[config.mk]
export PLATFORM = sky130hd
export DESIGN_NAME = msj_hbridge_pwm
export DESIGN_NICKNAME = d
export VERILOG_FILES = /design/src/rtl/msj_hbridge_pwm.sv
export SDC_FILE = /design/constraint.sdc
export NUM_CORES = 1
export LEC_CHECK = 0
export ABC_AREA = 1
export BUFFER_PORTS_ARGS = -buffer_cell sky130_fd_sc_hd__clkbuf_2
export CAP_MARGIN = 20
export CORE_MARGIN = 5
export CORE_UTILIZATION = 50
export CTS_CLUSTER_SIZE = 16
export DETAILED_ROUTE_END_ITERATION = 8
export GPL_TIMING_DRIVEN = 1
export PLACE_DENSITY = 0.76
export SYNTH_ARGS = -nofsm -noshare
export SYNTH_HDL_FRONTEND = slang
export SYNTH_SLANG_ARGS = --single-unit
[constraint.sdc]
create_clock -name clock -period 7.4 [get_ports clock]
set_clock_uncertainty 0.15 [all_clocks]
set_input_delay 0.74 -clock clock [delete_from_list [all_inputs] [get_ports clock]]
set_output_delay 0.74 -clock clock [all_outputs]
set_load 0.02 [all_outputs]
[src/rtl/msj_hbridge_pwm.sv]
// H-bridge PWM driver: slew-limited signed duty, dead time on direction reversal,
// and a synchronised emergency kill that parks the bridge until a new request arrives.
module msj_hbridge_pwm #(
    parameter int CLOCK_SPEED_HZ   = 50_000_000,
    parameter int PWM_FREQ_HZ      = 16000,
    parameter int SLEW_STEP        = 64,
    parameter int DEAD_TIME_CYCLES = 50
) (
    input  logic               clock,
    input  logic               reset,
    input  logic               ena,
    input  logic signed [31:0] duty,
    input  logic               emergency_off,
    output logic               pwm_a,
    output logic               pwm_b,
    output logic               dir,
    output logic               period_start,
    output logic               at_setpoint,
    output logic               fault
);
    localparam int PERIOD = CLOCK_SPEED_HZ / PWM_FREQ_HZ;
    localparam int CW     = $clog2(PERIOD + 1);
    localparam int DW     = $clog2(DEAD_TIME_CYCLES + 1);
    localparam logic signed [31:0] PER_S  = 32'(PERIOD);
    localparam logic signed [31:0] STEP_S = 32'(SLEW_STEP);

    typedef enum logic [1:0] {IDLE, FWD, REV, DEAD} state_t;

    state_t             state_q, state_d;
    logic [CW-1:0]      cnt_q, cnt_d;
    logic [DW-1:0]      dead_q, dead_d;
    logic signed [31:0] req_q, req_d, act_q, act_d;
    logic               last_rev_q, last_rev_d;
    logic               sync1_q, sync2_q;
    logic               pwm_a_q, pwm_b_q, dir_q, ps_q;

    logic               wrap;
    logic signed [31:0] cnt_ext, act_mag, diff, step, slew, duty_clamped;

    assign wrap    = (cnt_q == CW'(PERIOD - 1));
    assign cnt_ext = {{(32 - CW){1'b0}}, cnt_q};

    // Opposite signs first decay toward zero; the reversal itself goes through DEAD.
    always_comb begin
        act_mag = act_q[31] ? -act_q : act_q;
        diff    = req_q - act_q;
        step    = (act_mag < STEP_S) ? act_mag : STEP_S;
        slew    = req_q;
        if (req_q != 0 && act_q != 0 && req_q[31] != act_q[31])
            slew = act_q[31] ? act_q + step : act_q - step;
        else if (diff > STEP_S)
            slew = act_q + STEP_S;
        else if (diff < -STEP_S)
            slew = act_q - STEP_S;
    end

    always_comb begin
        duty_clamped = duty;
        if (duty > PER_S)
            duty_clamped = PER_S;
        else if (duty < -PER_S)
            duty_clamped = -PER_S;
    end

    always_comb begin
        state_d    = state_q;
        cnt_d      = wrap ? '0 : cnt_q + CW'(1);
        dead_d     = dead_q;
        req_d      = req_q;
        act_d      = act_q;
        last_rev_d = last_rev_q;
        if (state_q == DEAD)
            cnt_d = '0;
        if (sync2_q) begin
            req_d   = '0;
            act_d   = '0;
            dead_d  = '0;
            state_d = IDLE;
        end else begin
            if (ena)
                req_d = duty_clamped;
            if (state_q == DEAD) begin
                if (dead_q == DW'(DEAD_TIME_CYCLES - 1)) begin
                    state_d    = act_q[31] ? REV : FWD;
                    last_rev_d = act_q[31];
                end else begin
                    dead_d = dead_q + DW'(1);
                end
            end else if (wrap) begin
                act_d = slew;
                if (slew == 0) begin
                    state_d = IDLE;
                end else if (state_q == IDLE) begin
                    if (slew[31] == last_rev_q) begin
                        state_d = slew[31] ? REV : FWD;
                    end else begin
                        state_d = DEAD;
                        dead_d  = '0;
                    end
                end
            end
        end
    end

    always_ff @(posedge clock or posedge reset) begin
        if (reset) begin
            state_q    <= IDLE;
            cnt_q      <= '0;
            dead_q     <= '0;
            req_q      <= '0;
            act_q      <= '0;
            last_rev_q <= 1'b0;
            sync1_q    <= 1'b0;
            sync2_q    <= 1'b0;
            pwm_a_q    <= 1'b0;
            pwm_b_q    <= 1'b0;
            dir_q      <= 1'b0;
            ps_q       <= 1'b0;
        end else begin
            state_q    <= state_d;
            cnt_q      <= cnt_d;
            dead_q     <= dead_d;
            req_q      <= req_d;
            act_q      <= act_d;
            last_rev_q <= last_rev_d;
            sync1_q    <= emergency_off;
            sync2_q    <= sync1_q;
            pwm_a_q    <= !sync2_q && state_q == FWD && cnt_ext < act_q;
            pwm_b_q    <= !sync2_q && state_q == REV && cnt_ext < -act_q;
            dir_q      <= !sync2_q && state_q == REV;
            ps_q       <= state_q != DEAD && cnt_q == '0;
        end
    end

    assign pwm_a        = pwm_a_q;
    assign pwm_b        = pwm_b_q;
    assign dir          = dir_q;
    assign period_start = ps_q;
    assign fault        = sync2_q;
    assign at_setpoint  = (act_q == req_q);
endmodule

Word level (Yosys, flattened, before mapping)
Index checks and enable logic that the tools add are counted. W data, S select, Z words.

Flip-flop bits (word level): 91. Bits in latches: 0. Bits in writable memories: 0. Bits in read-only memories: 0. Output and inout bits: 6. Logic and storage cells: 95. Memories: 0.

$add $sub $neg: 8. Multipliers: 0. Div/mod/pow operators: 0. $lt $le $gt $ge: 7. Equal/unequal tests: 14. Shift-type cells: 0. Multiplexer cells: 31. Bitwise logic cells: 1. Reduce and logical (&&, ||, !) cells: 22.

Operator list (number): $mux W32 (13); $lt A13 B32 Y1 (2); $reduce_bool A32 Y1 (2); $sub A32 B32 Y32 (2); $mux W6 (7); $add A32 B32 Y32 (1); $add A32 B8 Y32 const B (1); $eq A32 B32 Y1 (1); $gt A32 B13 Y1 const B (1); $gt A32 B8 Y1 const B (1); $logic_not A32 Y1 (1); $lt A32 B13 Y1 const B (1); $lt A32 B7 Y1 const B (1); $lt A32 B8 Y1 const B (1); $neg A32 Y32 (1); $sub A32 B8 Y32 const B (1); $mux W12 (2); $mux W2 (9); $add A12 B1 Y12 const B (1); $eq A12 B12 Y1 const B (1); $logic_not A12 Y1 (1); $ne A3 B3 Y1 const B (3); $logic_and A1 B1 Y1 (7); $add A6 B1 Y6 const B (1); other kinds (16) (21).

Depth between registers and ports, before layout
Gate-level depths: netlist (run 1).

Word-level depth: 14. Depth in mapped cells: 53.

Worst setup path before layout (run 1)
Ideal clock, no wire load.

Path type: reg-to-reg. Start: register act_q[6]. End: register dead_q[0]. Library setup time: 0.117 ns. Data arrival time: 6.548 ns. Data required time: 7.133 ns. Path slack: 0.585 ns. Stages on the path, launching flop included: 49. Buffers on the path: 1. Clock period less this slack: 6.815 ns. Cell sequence: dfrtp_1 -> buf_2 -> inv_1 -> ha_1 -> inv_1 -> nor2_1 -> nand2_1 -> nand2_1 -> nand3_1 -> o21ai_0 -> nand2_1 -> nor4_1 -> nand2_1 -> a2111oi_0 -> nand4_1 -> a2111o_1 -> ha_1 -> a21oi_1 -> (+13 left out) -> a21oi_1 -> inv_1 -> a21oi_1 -> inv_1 -> a21oi_1 -> inv_1 -> a221oi_1 -> o21ai_0 -> inv_1 -> nand3_1 -> nand3_1 -> nand2_2 -> ha_1 -> inv_1 -> a21oi_1 -> nand4_2 -> nand2_1 -> nand2_1.

Word-level cells in the longest chain between the ends: 10. Elaborated cells between the ends (all ways): 23.

Ends and longest elaborated chain: from (decl) (line 32) `logic signed [31:0] req_q, req_d, act_q, act_d;`; from (signal assigned) (line 124) `act_q <= act_d;`; $neg A32 Y32 (line 45) `act_mag = act_q[31] ? -act_q : act_q;`; $mux W32 (line 45); $lt A32 B8 Y1 (line 47) `step = (act_mag < STEP_S) ? act_mag : STEP_S;`; $mux W32 (line 47); $sub A32 B32 Y32 / $add A32 B32 Y32 (equally long branches) (line 50) `slew = act_q[31] ? act_q + step : act_q - step;`; $mux W32 (line 50); $mux W32 (*) (line 49) `if (req_q != 0 && act_q != 0 && req_q[31] != act_q[31])`; $logic_not A32 Y1 / $eq A1 B1 Y1 (equally long branches) (line 91, 94); $ne A3 B3 Y1 (no line); $reduce_and A5 Y1 (no line) (*); to (signal assigned) (line 109) `dead_q <= '0;`; to (signal assigned) (line 122) `dead_q <= dead_d;`; to (decl) (line 31) `logic [DW-1:0] dead_q, dead_d;`.

Mark *: on every way between the ends. The rest lies on a longest branch, timed or not. A chain may end at the register's enable or synchronous reset.

Worst setup path after layout (run 1)
Start: register act_q[11]. End: register dead_q[4].

Same word-level chain as after synthesis.

==> results of run 1 <==
## Yosys cell counts (25+ instances only)
cell      number  share of area, %
a21oi_1      104               3.9
clkbuf_1      29              0.81
dfrtp_1       91                17
ha_1          99               9.2
inv_1        325               9.0
nand2_1      677                19
nand3_1      226               8.4
nand4_1       58               2.7
nor2_1       309               8.6
nor3_1        40               1.5
o21ai_0       53               2.0
o22ai_1       63               2.9
xnor2_1       25               1.6
xor2_1        73               4.7
## placed cells by master (no fill, tap or decap), drive strengths merged, types with 3 or more instances in the layout
master	n
nand2	685
inv	337
nor2	331
buf	306
nand3	227
a21oi	104
ha	99
dfrtp	91
xor2	74
o22ai	63
o21ai	63
nand4	59
clkbuf	51
nor3	42
xnor2	25
nor4	18
clkinv	15
nand3b	11
and2	5
o211ai	5
o21bai	5
o21a	4
a31oi	4
o221ai	3
nor3b	3
o31ai	3
a221oi	3
## state kept, by name (all words and copies together) (netlist names)
name          count
pwm_b             1
dead_q            6
period_start      1
act_q            32
state_q           2
cnt_q            12
fault             1
pwm_a             1
dir               1
sync1_q           1
req_q            32
last_rev_q        1
## area by class of cell
cell class,instances,area [um^2],share of cell area (%)
Clock buffer,10,239,1.39
Clock inverter,6,57.6,0.335
Inverter,348,1310,7.63
Multi-Input combinational cell,1857,10300,60.1
Sequential cell,91,2280,13.3
Tap cell,341,427,2.48
Timing Repair Buffer,347,2530,14.8
## worst max-delay path by stage
stage                     cells past startpoint  slack, ns               endpoint                   from
final                                        49       0.17  dead_q[4]$_DFFE_PP0P_  act_q[11]$_DFFE_PP0P_
after global routing                         51      -0.23  dead_q[1]$_DFFE_PP0P_   act_q[1]$_DFFE_PP0P_
after CTS                                    48       0.01  dead_q[0]$_DFFE_PP0P_   act_q[0]$_DFFE_PP0P_
after detailed placement                     43      -0.53  dead_q[1]$_DFFE_PP0P_   act_q[1]$_DFFE_PP0P_
after global placement                       44      -0.17  dead_q[5]$_DFFE_PP0P_  act_q[11]$_DFFE_PP0P_
after floorplan                              48       0.58  dead_q[0]$_DFFE_PP0P_   act_q[6]$_DFFE_PP0P_
## power groups by stage
| stage | Clock, mW | Sequential [mW] | Combinational [mW] |
|---|---|---|---|
| after floorplan | 0 | 0.583 | 0.666 |
| after global placement | 0 | 0.590 | 0.962 |
| after global routing | 0.515 | 0.588 | 1.17 |
| after detailed placement | 0 | 0.590 | 0.979 |
| final | 0.494 | 0.582 | 1.05 |
| after CTS | 0.495 | 0.581 | 0.987 |
## critical path: cells and delay by family, from the launching register on
kind / cells / cell delay, ns
XOR/XNOR: 1 / 0.18
AO/OA/AOI/OAI: 5 / 1.04
AND/OR/NAND/NOR: 33 / 3.83
adder cells (fa/ha/maj): 2 / 0.64
buffers and inverters: 8 / 0.79
flip-flops: 1 / 0.46
## stage by stage
step / worst slack (ns) / total power, mW / hold WS [ns] / cell area, um^2 / setup TNS (ns)
floorplan: 0.585 / 1.25 / 0.181 / 13500 / 0
CTS: 0.0104 / 2.06 / 0.203 / 16500 / 0
detailed placement: -0.529 / 1.57 / 0.187 / 16100 / -4.16
global route: -0.232 / 2.27 / 0.223 / 17200 / -1.73
finish: 0.165 / 2.13 / 0.189 / 17200 / 0
global placement: -0.165 / 1.55 / 0.190 / 16100 / -1.24
## logic make-up after synthesis
group	count (synthesis)	synth area share [%]
DFF	91	16.9
xor gates and xnor gates	99	6.56
adders and majority gates	101	9.48
and+or+nand+nor	1386	44.0
AOI/OAI and AO/OA	271	11.5
buffers and inverters	406	11.6
## layer usage
layer | up-vias | share of wire [%] | global-route usage [%]
met5 | - | 0 | 0
met4 | 0 | 4.9 | 15.3
met3 | 145 | 9.3 | 6.18
met2 | 890 | 43 | 54.3
met1 | 7976 | 43 | 51.0
li1 | 8262 | - | -
## what timing repair did
item                       4_1_cts  5_1_grt
setup endpoints to repair        8       13
gates resized for setup         30      171
pin swaps                        6       54
buffers inserted                 1       12
==> flow_summary.toml, run 1 <==
[sta]
max-slew-margin-rel_pct = 20.6
finalHoldViolCount = 0
fin_crit_sh_pct = 97.8
finalMaxSlewViolations = 0
fin_crit_ns = 7.23
finalSetupViolations = 0
grt_setup_unrepaired = "true"
tightestPinTransition_ns = 1.19
fmax_ghz = 0.138

[power_and_ir_drop]
p_sw_share_pct = 47.1
max-vdd-ir-drop_v = 0.000156
leakage_nw = 9.79
power.share.sequential_pct = 27.3
combPwrFrac_pct = 49.5
pwr_density_cell_nw_per_um2 = 124
switchingPower_mw = 1.00
power_frac_clock_pct = 23.2
p_int_mw = 1.13

[logic_synthesis]
syn_area_um2 = 13500
synth_seq_cells = 91
ys_seq_area_share_pct = 16.9
synth_edf_count = 0
yosysUniqueCellTypes = 55
ys.flop_type = "dfrtp_1"
syn_area_per_cell_um2 = 5.73
async_flop_share_pct = 100
yosysWarnings = 0
synth_nets = 2491
postSynthCellCount = 2354

[floorplan]
initial_utilization_pct = 50.4
die_x_um = 174
row_count = 60
io_pins = 42
die_y_um = 174
die_area_um2 = 30400
core-area_um2 = 26800

[route]
drt-initial-drc-count = 1940
wirelength_mm = 57.3
vias_per_cell = 5.76
wire_per_inst_um = 19.1
drc_errors = 0
dr.pass1.iters = 6
detailroute.via_count = 17300
drtAntennaViolNets = 0

[clock_network]
clock_sinks = 91
clkLatencyLatePin_ns = 0.37
cts_tree = "built"
clk_pin_slew_ns = 0.08
clk_path_buf_depth = 2
cts_buffers = 9
root_buffer = "clkbuf_16"
hold_buffers = 0
h-tree-depth = 3

[worst_setup_path]
crit_arrival_ns = 7.34
critPathCaptureType = "flip-flop"
worstSetupPathType = "reg2reg"
reg2reg_depth = 49
required_ns = 7.51
cp-start-kind = "flip-flop"
worstPathMaxFanout = 5
rr_startpoint = "act_q[11]$_DFFE_PP0P_"
critical-path-slowest-cell = "dfrtp_1"
max_stage_delay_ns = 0.46
regToRegSetupSlack_ns = 0.17
crit_top_cell = "nand2_1"
reg2reg_to = "dead_q[4]$_DFFE_PP0P_"

[global_routing]
grt_max_degree = 62
antenna_found_initial = 0
grt_overflow = 0
grt_pass1_wl_mm = 86.9
grtUsageTotal_pct = 36.1
grt_pass1_vias = 15900

[placed_design]
portBuffers = 41
hpwlAfterDp_mm = 46.5
place_inst = 2970
place.gp.congestion = 1.03

[layout]
stdcell_count = 3000
drive_above_1_share_pct = 20.8
syn2layout_area_growth_pct = 27.3
antennaDiodeCount = 0
utilization_pct = 64.1
fill_cells = 2591
nets = 2791

[min_path]
hp-class = "in2async"

[outcome]
run_status = "finished clean"

[flow_run]
cap_violations = 0
Note: power is estimated with default switching activity, not from simulation.
==> run 2: changes to the inputs <==
--- a/config.mk
+++ b/config.mk
@@ -8,4 +8,4 @@
 export ABC_AREA = 1
-export BUFFER_PORTS_ARGS = -buffer_cell sky130_fd_sc_hd__clkbuf_2
 export CAP_MARGIN = 20
+export CORE_ASPECT_RATIO = 0.8
 export CORE_MARGIN = 5
@@ -14,4 +14,5 @@
 export DETAILED_ROUTE_END_ITERATION = 8
+export DONT_BUFFER_PORTS = 1
 export GPL_TIMING_DRIVEN = 1
-export PLACE_DENSITY = 0.76
+export PLACE_DENSITY = 0.75
 export SYNTH_ARGS = -nofsm -noshare
==> constraint.sdc (replaced) <==
create_clock -name clock -period 7.4 [get_ports clock]
set_clock_uncertainty 0.15 [all_clocks]
set_input_delay 1.48 -clock clock [delete_from_list [all_inputs] [get_ports clock]]
set_output_delay 1.48 -clock clock [all_outputs]
set_load 0.02 [all_outputs]
==> run 2 against run 1 <==
Sequential cell count stayed put. Wire length fell by 1.0%. Non-clock buffer count down 46. Sequential share of layout area up 0.095 points. Clock power about the same. Count of clock-buffer cells in the layout down 1. Combinational power barely moved. Critical path depth decreased by 4. Largest cell class unchanged. Highest routed layer unchanged.
==> flow_summary.toml, run 2 (synthesized netlist as in run 1, its figures left out) <==
[outcome]
run_status = "finished clean"

[flow_run]
cap_violations = 0

[clock_network]
cts_buffers = 9
clk_pin_slew_ns = 0.07
clock_sinks = 91
root_buffer = "clkbuf_16"
clk_path_buf_depth = 2
cts_tree = "built"
clkLatencyLatePin_ns = 0.37
h-tree-depth = 3

[floorplan]
row_count = 53
core-area_um2 = 26500
die_x_um = 194
initial_utilization_pct = 51.0
io_pins = 42
die_y_um = 157
die_area_um2 = 30400

[power_and_ir_drop]
p_sw_share_pct = 46.0
p_int_mw = 1.14
pwr_density_cell_nw_per_um2 = 124
leakage_nw = 9.62
power_frac_clock_pct = 23.5
switchingPower_mw = 0.970
power.share.sequential_pct = 28.0
combPwrFrac_pct = 48.5
total_power_mw = 2.11
max-vdd-ir-drop_v = 0.000198

[worst_setup_path]
crit_arrival_ns = 7.40
worstPathMaxFanout = 6
critPathTopFamily = "simple AND/OR/NAND/NOR gates"
required_ns = 7.56
max_stage_delay_ns = 0.44
startpoint = "act_q[12]$_DFFE_PP0P_"
cp-start-kind = "flip-flop"
critPathCaptureType = "flip-flop"
worstSetupPathType = "reg2reg"
rr_startpoint = "act_q[12]$_DFFE_PP0P_"
crit_top_cell = "nand2_1"
regToRegSetupSlack_ns = 0.16
crit_buf_inv = 6
critical-path-slowest-cell = "dfrtp_1"

[route]
detailroute.via_count = 17400
vias_per_cell = 5.88
wire_per_inst_um = 19.1
drtAntennaViolNets = 0
dr.pass1.iters = 6
drc_errors = 0
wirelength_mm = 56.7
drt-initial-drc-count = 2437

[sta]
setup_tns_ns = 0
finalMaxSlewViolations = 0
setup_slack_ns = 0.158
fmax_ghz = 0.138
fin_crit_sh_pct = 97.9
grt_setup_unrepaired = "true"
max-slew-margin-rel_pct = 26.9
tightestPinTransition_ns = 1.09
fin_crit_ns = 7.24
finalHoldViolCount = 0
finalSetupViolations = 0

[layout]
fill_cells = 2490
reg.largest.list = "act_q (32), req_q (32), cnt_q (12)"
drive_above_1_share_pct = 20.1
nets = 2745
final_common_cell = "nand2_1"
mostFrequentLayoutCells = "nand2_1 (642), inv_1 (311), buf_4 (291)"
stdcell_count = 2969
syn2layout_area_growth_pct = 26.4
antennaDiodeCount = 0

[global_routing]
grt_pass1_wl_mm = 84.6
grtUsageTotal_pct = 35.3
grt_pass1_vias = 15500
grt_overflow = 0
antenna_found_initial = 0
grt_max_degree = 48

[min_path]
hp-class = "reg2reg"
hold_start = "sync1_q$_DFF_PP0_"

[placed_design]
place.gp.congestion = 1.06
hpwlAfterDp_mm = 45.6
place_inst = 2936
pre_cts_slack_ns = -0.514
portBuffers = 0
-- run 2: cell count changes in the layout (fill, tap and decap cells not counted), moves of 3 or more --
cell,change
ha_1,-5
inv_2,-3
buf_4,-11
o21ai_1,-4
nor2_1,-6
nor2_2,+6
nand2_2,+5
clkbuf_2,-41
nand2_1,-3
ha_2,+3
buf_6,+5
-- run 2: timing repair --
action	CTS	global route
hold buffers	0	0
endpoints found under the setup margin	8	15
buffers inserted	0	18
cloned	0	0
pin swaps	3	54
resized for setup	22	199
-- run 2: routing by layer --
metal	up-vias	track usage, %	routed length, um
met2	1034	52.0	23100
met5	-	0	0
met4	0	12.5	2260
met1	8098	50.3	24300
met3	148	8.75	6970
li1	8168	-	-
-- run 2: power by group through the flow --
| stage | Clock (mW) | Sequential (mW) | Combinational [mW] |
|---|---|---|---|
| global route | 0.515 | 0.596 | 1.13 |
| floorplan | 0 | 0.583 | 0.666 |
| CTS | 0.499 | 0.589 | 0.960 |
| finish | 0.496 | 0.591 | 1.02 |
| global placement | 0 | 0.596 | 0.929 |
| detailed placement | 0 | 0.598 | 0.949 |
-- run 2: cell type report --
| type | count | area (um^2) | share of cell area (%) |
|---|---|---|---|
| Clock buffer | 9 | 225 | 1.32 |
| Clock inverter | 6 | 72.6 | 0.425 |
| Inverter | 348 | 1310 | 7.69 |
| Multi-Input combinational cell | 1857 | 10400 | 61.0 |
| Sequential cell | 91 | 2280 | 13.4 |
| Tap cell | 357 | 447 | 2.62 |
| Timing Repair Buffer | 301 | 2320 | 13.6 |
-- run 2: final timing paths --
| kind | cells past startpoint | endpoint |
|---|---|---|
| min in group asynchronous | 1 | req_q[31]$_DFFE_PP0P_ |
| worst min register to register | 0 | fault$_DFF_PP0_ |
| worst max-delay path | 45 | dead_q[0]$_DFFE_PP0P_ |
| max in group asynchronous | 2 | act_q[23]$_DFFE_PP0P_ |
| worst max register to register | 45 | dead_q[0]$_DFFE_PP0P_ |
| worst min-delay path | 0 | fault$_DFF_PP0_ |
-- run 2: through the flow --
stage	util (%)	hold WS [ns]	area [um^2]
2_1_floorplan	-	0.181	13500
3_3_place_gp	59.8	0.187	15800
3_5_place_dp	59.8	0.186	15800
4_1_cts	61.3	0.200	16200
5_1_grt	64.5	0.214	17100
6_report	64.5	0.201	17100
==> run 3: changes to the inputs <==
Settings changed: RECOVER_POWER set to 25.
==> run 3 against run 2 <==
The flow now finishes with violations (capacitance limit, slew limit). Sequential cell count unchanged. Total power barely moved. Cell count did not move. Utilization barely moved. Hold slack hardly changed. Die area is the same. Largest cell class unchanged. First-iteration DRC count up 0.21%. Combinational power about the same.
==> flow_summary.toml, run 3 (synthesized netlist as in run 1, its figures left out) <==
[floorplan]
die_y_um = 157
row_count = 53
initial_utilization_pct = 51.0
die_area_um2 = 30400
io_pins = 42
core-area_um2 = 26500
die_x_um = 194

[min_path]
hp-class = "reg2reg"
hold_start = "sync1_q$_DFF_PP0_"
hold_depth = 0
min_to = "fault$_DFF_PP0_"

[layout]
reg.largest.list = "act_q (32), req_q (32), cnt_q (12)"
fill_cells = 2491
nets = 2745
syn2layout_area_growth_pct = 26.4
antennaDiodeCount = 0
utilization_pct = 64.5
regArea_um2 = 2280
drive_above_1_share_pct = 20.1
final_common_cell = "nand2_1"
multiInputGateArea_um2 = 10400
design_area_um2 = 17100
mostFrequentLayoutCells = "nand2_1 (642), inv_1 (311), buf_4 (291)"

[route]
detailroute.via_count = 17500
dr.pass1.iters = 7
drtAntennaViolNets = 0
drt-initial-drc-count = 2442
drc_errors = 0
vias_per_cell = 5.89
wire_per_inst_um = 19.1
wirelength_mm = 56.6

[outcome]
violations = "capacitance limit, slew limit"
run_status = "complete, but fails checks"

[global_routing]
grt_pass1_vias = 15500
grt_overflow = 0
grt_max_degree = 48
met1_usage_pct = 50.3
grt.busiest_layer = "met2"
use_met3_pct = 8.75
antenna_found_initial = 0
grt_pass1_wl_mm = 84.6
grtUsageTotal_pct = 35.3
use_met2_pct = 52.0

[worst_setup_path]
crit_buf_inv = 6
critPathTopFamily = "simple AND/OR/NAND/NOR gates"
reg2reg_depth = 45
reg2reg_to = "dead_q[0]$_DFFE_PP0P_"
cp-start-kind = "flip-flop"
regToRegSetupSlack_ns = 0.16
crit_top_cell = "nand2_1"
max_stage_delay_ns = 0.43
rr_startpoint = "act_q[12]$_DFFE_PP0P_"
worstPathMaxFanout = 6
required_ns = 7.56
critical-path-slowest-cell = "dfrtp_1"
crit_arrival_ns = 7.40
worstSetupPathType = "reg2reg"
critPathCaptureType = "flip-flop"

[sta]
tightestPinTransition_ns = 2.03
fin_crit_ns = 7.24
finalMaxSlewViolations = 46
fin_crit_sh_pct = 97.9
fmax_ghz = 0.138
finalSetupViolations = 0
max-slew-margin-rel_pct = -36.4
finalHoldViolCount = 0
grt_setup_unrepaired = "true"

[power_and_ir_drop]
leakage_nw = 9.62
switchingPower_mw = 0.968
power_frac_clock_pct = 23.5
p_sw_share_pct = 45.9
max-vdd-ir-drop_v = 0.000199
power.share.sequential_pct = 28.0
pwr_density_cell_nw_per_um2 = 124
combPwrFrac_pct = 48.4
p_int_mw = 1.14

[placed_design]
place.gp.congestion = 1.06
portBuffers = 0
hpwlAfterDp_mm = 45.6
dpl_cell_area_um2 = 15800

[clock_network]
clk_pin_slew_ns = 0.07
h-tree-depth = 3
clkLatencyLatePin_ns = 0.37
cts_buffers = 9
clk_path_buf_depth = 2
cts_tree = "built"
root_buffer = "clkbuf_16"
clock_sinks = 91

[flow_run]
cap_violations = 1
==> run 3: changes by cell type in the layout (fill, tap and decap cells not counted), sizes merged <==
cell,change
clkinvlp,+1
inv,-1
==> run 3: how the worst max path moves through the flow <==
stage | startpoint | to | slack [ns] | cells after the start
detailed placement | act_q[1]$_DFFE_PP0P_ | dead_q[0]$_DFFE_PP0P_ | -0.51 | 47
CTS | act_q[1]$_DFFE_PP0P_ | dead_q[0]$_DFFE_PP0P_ | 0.002 | 47
floorplan | act_q[6]$_DFFE_PP0P_ | dead_q[0]$_DFFE_PP0P_ | 0.58 | 48
finish | act_q[12]$_DFFE_PP0P_ | dead_q[0]$_DFFE_PP0P_ | 0.16 | 45
global route | act_q[12]$_DFFE_PP0P_ | dead_q[0]$_DFFE_PP0P_ | -0.23 | 43
global placement | act_q[17]$_DFFE_PP0P_ | dead_q[5]$_DFFE_PP0P_ | -0.25 | 45
==> run 3: through the flow <==
stage	setup TNS (ns)	cells	total power, mW	hold slack, ns	setup slack (ns)
after floorplan	0	2354	1.25	0.181	0.585
after global routing	-1.48	2969	2.24	0.214	-0.225
final	0	2969	2.11	0.201	0.158
after detailed placement	-3.87	2936	1.55	0.186	-0.514
after global placement	-1.88	2936	1.52	0.187	-0.245
after CTS	0	2951	2.05	0.200	0.00244
==> run 3: final cells by class <==
type | instances | share of cell area (%)
inverter | 348 | 7.69
sequential | 91 | 13.4
tap | 357 | 2.62
multi-input combinational | 1857 | 61.0
clock buffer | 9 | 1.32
timing repair buffer | 301 | 13.6
clock inverter | 6 | 0.425
==> run 3: metal layers <==
metal / vias up / wire length (um)
li1: 8173 / -
met1: 8129 / 24200
met2: 1033 / 23200
met3: 153 / 7030
met4: 0 / 2270
met5: - / 0
==> run 3: power by group through the flow <==
| stage | combinational [mW] | sequential (mW) | clock [mW] |
|---|---|---|---|
| global route | 1.13 | 0.596 | 0.515 |
| floorplan | 0.666 | 0.583 | 0 |
| global placement | 0.929 | 0.596 | 0 |
| detailed placement | 0.949 | 0.598 | 0 |
| finish | 1.02 | 0.591 | 0.496 |
| CTS | 0.960 | 0.589 | 0.499 |
==> run 3: what timing repair did <==
item	CTS	global route
pin swaps	3	54
hold endpoints to repair	0	0
resized for setup	22	199
endpoints found under the setup margin	8	15
setup buffers	0	18
hold buffers	0	0
